### src/rtl/dual_diagonal_backsub_stream.sv
`default_nettype none
// ============================================================================
// Module   : dual_diagonal_backsub_stream
// Purpose  : Flow-controlled dual-diagonal back-substitution stage. Computes
//            p(k) = p(k-1) ^ lambda(k) over WIDTH-bit words, starting from a
//            cyclically rotated seed parity. The frame length is programmable
//            per frame, and the block reports framing errors.
// Ports    : i_clock, i_reset          - clock, synchronous active-high reset
//            i_num_rows                - rows in next frame (seed handshake)
//            i_seed_data/valid, o_seed_ready - seed parity p0 stream
//            i_in_data/valid/last, o_in_ready - lambda stream
//            o_out_data/valid/last, i_out_ready - parity stream
//            o_frame_error             - one-cycle framing violation pulse
// Revision : 1.0 - initial release
// ============================================================================
module dual_diagonal_backsub_stream #(
  parameter int WIDTH    = 8,
  parameter int MAX_ROWS = 1024,
  parameter int SHIFT    = 1
) (
  input  logic                          i_clock,
  input  logic                          i_reset,
  input  logic [$clog2(MAX_ROWS+1)-1:0] i_num_rows,
  input  logic [WIDTH-1:0]              i_seed_data,
  input  logic                          i_seed_valid,
  output logic                          o_seed_ready,
  input  logic [WIDTH-1:0]              i_in_data,
  input  logic                          i_in_valid,
  input  logic                          i_in_last,
  output logic                          o_in_ready,
  output logic [WIDTH-1:0]              o_out_data,
  output logic                          o_out_valid,
  output logic                          o_out_last,
  input  logic                          i_out_ready,
  output logic                          o_frame_error
);

  localparam int CW = $clog2(MAX_ROWS+1);

  localparam logic [0:0] ST_IDLE = 1'b0;
  localparam logic [0:0] ST_RUN  = 1'b1;

  logic [0:0]       state;
  logic [0:0]       state_next;
  logic [WIDTH-1:0] acc;
  logic [WIDTH-1:0] seed_rot;
  logic [WIDTH-1:0] y;
  logic [CW-1:0]    rows_reg;
  logic [CW-1:0]    row_cnt;
  logic             seed_fire;
  logic             in_fire;
  logic             rows_ok;
  logic             count_final;
  logic             frame_end;
  logic             pop;

  // Seed rotation: bit i takes seed bit (i - SHIFT) mod WIDTH.
  genvar gi;
  generate
    for (gi = 0; gi < WIDTH; gi++) begin : g_rot
      assign seed_rot[gi] = i_seed_data[(gi + WIDTH - SHIFT) % WIDTH];
    end
  endgenerate

  assign seed_fire   = o_seed_ready & i_seed_valid;
  assign in_fire     = o_in_ready & i_in_valid;
  assign pop         = o_out_valid & i_out_ready;
  assign rows_ok     = (i_num_rows != '0) && (i_num_rows <= CW'(MAX_ROWS));
  assign y           = acc ^ i_in_data;
  // rows_reg is at least 1 whenever RUN is active, so the subtraction is safe.
  assign count_final = (row_cnt == (rows_reg - CW'(1)));
  assign frame_end   = in_fire & (count_final | i_in_last);

  // State register
  always_ff @(posedge i_clock) begin
    if (i_reset) begin
      state <= ST_IDLE;
    end else begin
      state <= state_next;
    end
  end

  // Next-state logic
  always_comb begin
    state_next = state;
    case (state)
      ST_IDLE: if (seed_fire && rows_ok) state_next = ST_RUN;
      ST_RUN:  if (frame_end)            state_next = ST_IDLE;
      default: state_next = ST_IDLE;
    endcase
  end

  // Ready outputs; the lambda side passes through when the output pops.
  always_comb begin
    o_seed_ready = 1'b0;
    o_in_ready   = 1'b0;
    if (!i_reset) begin
      case (state)
        ST_IDLE: o_seed_ready = 1'b1;
        ST_RUN:  o_in_ready   = !o_out_valid || i_out_ready;
        default: ;
      endcase
    end
  end

  // Datapath: accumulator, row counting, output register, error pulse.
  always_ff @(posedge i_clock) begin
    if (i_reset) begin
      acc           <= '0;
      rows_reg      <= '0;
      row_cnt       <= '0;
      o_out_data    <= '0;
      o_out_valid   <= 1'b0;
      o_out_last    <= 1'b0;
      o_frame_error <= 1'b0;
    end else begin
      // Error: bad length on the seed, or last flag disagreeing with the count.
      o_frame_error <= (seed_fire && !rows_ok) ||
                       (in_fire && (i_in_last != count_final));

      if (seed_fire && rows_ok) begin
        acc      <= seed_rot;
        rows_reg <= i_num_rows;
        row_cnt  <= '0;
      end

      if (in_fire) begin
        if (frame_end) begin
          acc     <= '0;
          row_cnt <= '0;
        end else begin
          acc     <= y;
          row_cnt <= row_cnt + CW'(1);
        end
        o_out_data  <= y;
        o_out_valid <= 1'b1;
        o_out_last  <= frame_end;
      end else if (pop) begin
        o_out_valid <= 1'b0;
        o_out_last  <= 1'b0;
      end
    end
  end

endmodule
`default_nettype wire

### config.mk
export PLATFORM = sky130hd
export DESIGN_NAME = dual_diagonal_backsub_stream
export DESIGN_NICKNAME = d
export VERILOG_FILES = /design/src/rtl/dual_diagonal_backsub_stream.sv
export SDC_FILE = /design/constraint.sdc
export NUM_CORES = 1
export LEC_CHECK = 0
export CAP_MARGIN = 20
export CORE_UTILIZATION = 45
export DETAILED_ROUTE_END_ITERATION = 7
export PLACE_DENSITY = 0.79
export SLEW_MARGIN = 25
export SYNTH_ARGS = -nofsm -noshare
export SYNTH_HDL_FRONTEND = slang
export SYNTH_SLANG_ARGS = --single-unit
### constraint.sdc
create_clock -name i_clock -period 3.35 [get_ports i_clock]
set_clock_uncertainty 0.05 [all_clocks]
set_input_delay 0.8375 -clock i_clock [delete_from_list [all_inputs] [get_ports i_clock]]
set_output_delay 0.8375 -clock i_clock [all_outputs]
set_load 0.005 [all_outputs]
Word-level counts from Yosys, hierarchy flattened
Index checks and enable logic that the tools add are counted.
{ "word_totals": {"register_bits": 42, "in_bits": 33, "out_inout_bits": 13, "elab_cells": 47} }
{ "classes": {"addsub": 2, "order_cmp": 1, "eq_ne": 2, "muxes": 16, "n_bitwise": 7, "reduce_logical": 11} }
{ "op_table": {"columns": ["op", "count"], "rows": [
  ["$mux W11", 3],
  ["$mux W8", 3],
  ["$add A11 B1 Y11 const B", 1],
  ["$eq A11 B11 Y1", 1],
  ["$le A11 B11 Y1 const B", 1],
  ["$reduce_bool A11 Y1", 1],
  ["$sub A11 B1 Y11 const B", 1],
  ["$mux W1", 9],
  ["$xor A8 B8 Y8", 1],
  ["$and A1 B1 Y1", 4],
  ["$logic_and A1 B1 Y1", 4],
  ["$reduce_bool A2 Y1", 2],
  ["$logic_not A1 Y1", 2],
  ["$logic_or A1 B1 Y1", 2],
  ["$pmux W1 S2", 1],
  ["$ne A1 B1 Y1", 1],
  ["$not A1 Y1", 1],
  ["$or A1 B1 Y1", 1]
]} }

Longest topological paths before layout
{ "depth": {"word_depth": 8, "mapped_depth": 15, "mapped_depth_nobuf": 12} }

Worst setup path before layout
OpenSTA, ideal clock, no wires.
{ "synth_timing": {"path_kind": "register to register", "start": "reg rows_reg[0]", "end": "reg row_cnt[3]", "setup_time_ns": 0.128, "arrival_ns": 2.763, "required_ns": 3.172, "path_slack_ns": 0.410, "path_stages_with_launch": 16, "path_buffers": 3, "period_less_slack_ns": 2.940, "cell_sequence": "dfxtp_1 clkbuf_2 inv_1 ha_1 clkbuf_1 o21bai_1 a311o_1 o22a_1 o211ai_1 nand4_1 ha_1 nand4_1 clkbuf_1 nor2_1 a311oi_1 nor2_1"} }
{ "synth_between": {"elab_chain_len": 6} }
{ "synth_lines": {"columns": ["element", "line_no", "source"], "rows": [
  ["start: declaration", "48", "logic [CW-1:0] rows_reg;"],
  ["start signal: assignment", "123", "rows_reg <= i_num_rows;"],
  ["$sub A11 B1 Y11", "71", "assign count_final = (row_cnt == (rows_reg - CW'(1)));"],
  ["$eq A11 B11 Y1", "71", null],
  ["$or A1 B1 Y1", "72", "assign frame_end = in_fire & (count_final | i_in_last);"],
  ["$and A1 B1 Y1", "72", null],
  ["$mux W11", "128", "if (frame_end) begin"],
  ["$mux W11", "127", "if (in_fire) begin"],
  ["end signal: assignment", "133", "row_cnt <= row_cnt + CW'(1);"],
  ["end: declaration", "49", "logic [CW-1:0] row_cnt;"]
]} }
Every way passes these cells.
A chain may end at the register's enable or synchronous reset.

Worst setup path after layout
{ "layout_timing": {"start": "reg rows_reg[0]", "end": "reg row_cnt[6]"} }
The elaborated chain is that of the path after synthesis.

==> flow_metrics.tcl <==
set metrics [dict create \
    synthMuxAreaShare_pct 4.94 \
    numPortBuffers 45 \
    gp_congestion 0.875 \
    cts-hold-fix-buffers 0 \
    syn2layout_area_growth_pct 23.8 \
    relSlewSlack_pct 70.9 \
    fin_hold_ws_ns 0.409 \
    worst_slack_ns 0.293 \
    grt_pass1_vias 1887 \
    finalNonFillerCells 395 \
    initial_core_util_pct 47.0 \
    seq_area_frac_synth_pct 34.6 \
    nets 360 \
    synth_cell_types 49 \
    dpl.hpwl_um 3970 \
    drc 0 \
    setup_viol 0 \
    ys_ff_latch 42 \
    die_area_sq_um 5710 \
    path_buf_inv 2 \
    synth-warning-count 0 \
    start_kind "flip-flop" \
    grt_max_degree 23 \
    drv_slew 0 \
    drtIter0Drc 151 \
    cts_buffers 5 \
    drt-total-wl_um 5260 \
    critPathMaxStageDelay_ns 0.45 \
    die-height_um 75.5 \
    synth_compound_area_share_pct 20.5 \
    crit_path_cell_trace "inv_1 -> ha_1 -> o21bai_1 -> a311o_1 -> o22a_1 -> o211ai_1 -> nand4_1 -> ha_1 -> nand4_1 -> buf_4 -> nor2b_1 -> o21ai_1 -> o31ai_1" \
    gr-total-overflow 0 \
    status "complete, no violations" \
    synth_edf_count 0 \
    critPathSlowestCell "dfxtp_1" \
    maxCapViolCount 0 \
    layout_commonest_cell "clkdlybuf4s50_1" \
    place_ws_ns 0.300 \
    die_w_um 75.5 \
    clock.fmax_mhz 327 \
    synth_fa_ha_area_share_pct 1.54 \
    dpl_cell_area_sq_um 2920 \
    synth_area_sq_um 2430 \
    grt_usage_pct 19.7 \
    fillCellCount 445 \
    ir_drop_mv 0.229 \
    routed_via_density 5.48 \
    critPathRequiredTime_ns 3.47 \
    final_cell_area_sq_um 3010 \
    postSynthCellCount 282 \
    coreArea_sq_um 5170 \
    synth-simple-area-share_pct 25.2 \
    post_cts_resized 0 \
    root_buffer "clkbuf_8" \
    p_per_area_nw_per_um2 352 \
    io_pins 46 \
    synth_fp_nets 318 \
    clk_latency_ns 0.29 \
    rsz0062_at_grt "no" \
    synth_ff_type "dfxtp_1" \
    tritoncts "built" \
    postRouteAntennaNets 0 \
    rows 26 \
    fin_setup_tns_ns 0 \
    ys_async_sr_fraction_pct 0 \
    syn_avg_cell_area_sq_um 8.63 \
    first_pass_iters 4 \
    synth_xor_area_share_pct 7.56 \
    clkSlewWorstSetupHoldPaths_ns 0.08 \
    grt_pass1_wl_um 8490 \
    path_class "reg2reg" \
    synth_top_family_by_area "simple AND/OR/NAND/NOR gates" \
    antenna_cells 0 \
    critPathArrivalTime_ns 3.18 \
    cts_buffer_depth 2 \
    post-cts-setup-buffers 0 \
    place_inst 387 \
    hold_viol 0 \
    worstMarginPinSlew_ns 0.433 \
    p_leak_nw 1.14 \
    drive_above_1_share_pct 12.3 \
    critPathCaptureType "flip-flop" \
    fin_crit_ns 3.06 \
    crit_family "compound AO/OA/AOI/OAI gates" \
    finalCritPeriodShare_pct 91.3 \
    final_cell_mix "clkdlybuf4s50_1, dfxtp_1, nor2_1" \
    min_path_type "reg2reg" \
    wl_per_cell_um 13.3 \
    cts_num_sinks 42 \
    cts_max_level 2 \
    crit_fanout 10 \
    antenna_found_initial 0 \
    via_count 2163 \
]
==> metrics by stage <==
| stage | utilization [%] | power, mW |
|---|---|---|
| floorplan | - | 0.667 |
| global placement | 56.5 | 0.739 |
| detailed placement | 56.5 | 0.743 |
| CTS | 58.2 | 1.07 |
| global route | 58.2 | 1.12 |
| finish | 58.2 | 1.06 |
==> cell usage after synthesis (all sizes together) (2+ instances only) <==
cell	count	area, sq um
nand2b	2	12.5
nand3	14	82.6
o21ai	17	85.1
nor3	7	35.0
dfxtp	42	841
o31ai	3	22.5
ha	3	37.5
a211oi	4	30.0
nor4	5	76.3
and3	3	18.8
a31oi	6	37.5
xor2	9	78.8
a21oi	18	90.1
a2111oi	8	120
mux2i	12	120
nor2b	7	51.3
and2	2	12.5
nand4	4	31.3
a311oi	2	35.0
buf	9	80.1
inv	5	18.8
clkbuf	10	38.8
nand2	19	71.3
xnor2	12	105
nor2	47	194
==> final timing paths <==
check / from / endpoint / slack [ns] / cells after the start
min reg2reg: o_out_data[6] / o_out_data[6] / 0.41 / 2
max: rows_reg[0] / row_cnt[6] / 0.29 / 13
min: o_out_data[6] / o_out_data[6] / 0.41 / 2
max reg2reg: rows_reg[0] / row_cnt[6] / 0.29 / 13
==> tightest hold or removal path, stage by stage (launching register included) <==
cell	delay, ns
dfxtp_1	0.31
nand2_1	0.05
a21oi_1	0.05
==> cell type report <==
class	count	area (sq um)	area share [%]
well taps	70	87.6	2.91
clock inverters	1	5.00	0.166
flip-flops and latches	42	841	27.9
repair buffers	54	518	17.2
inverters	5	18.8	0.623
clock buffers	7	86.3	2.87
multi-input cells	216	1460	48.3
==> per-layer routing <==
layer	part of all wire (%)	routed length [um]	global-route usage, %
met5	0	0	0
met4	0.74	39	6.38
met3	4.4	233	4.76
met2	46	2440	30.6
met1	48	2550	26.9
==> where the power goes <==
part	leakage, nW	internal, mW	switching, mW
combinational	0.756	0.108	0.0915
clock	0.0482	0.166	0.164
sequential	0.341	0.516	0.0162
==> cell families after synthesis <==
group / count (synthesis)
mux: 12
buf+inv: 24
compound gates: 67
flops: 42
simple gates: 113
fa+ha+maj: 3
xor+xnor: 21
(Power assumes the default switching activity.)
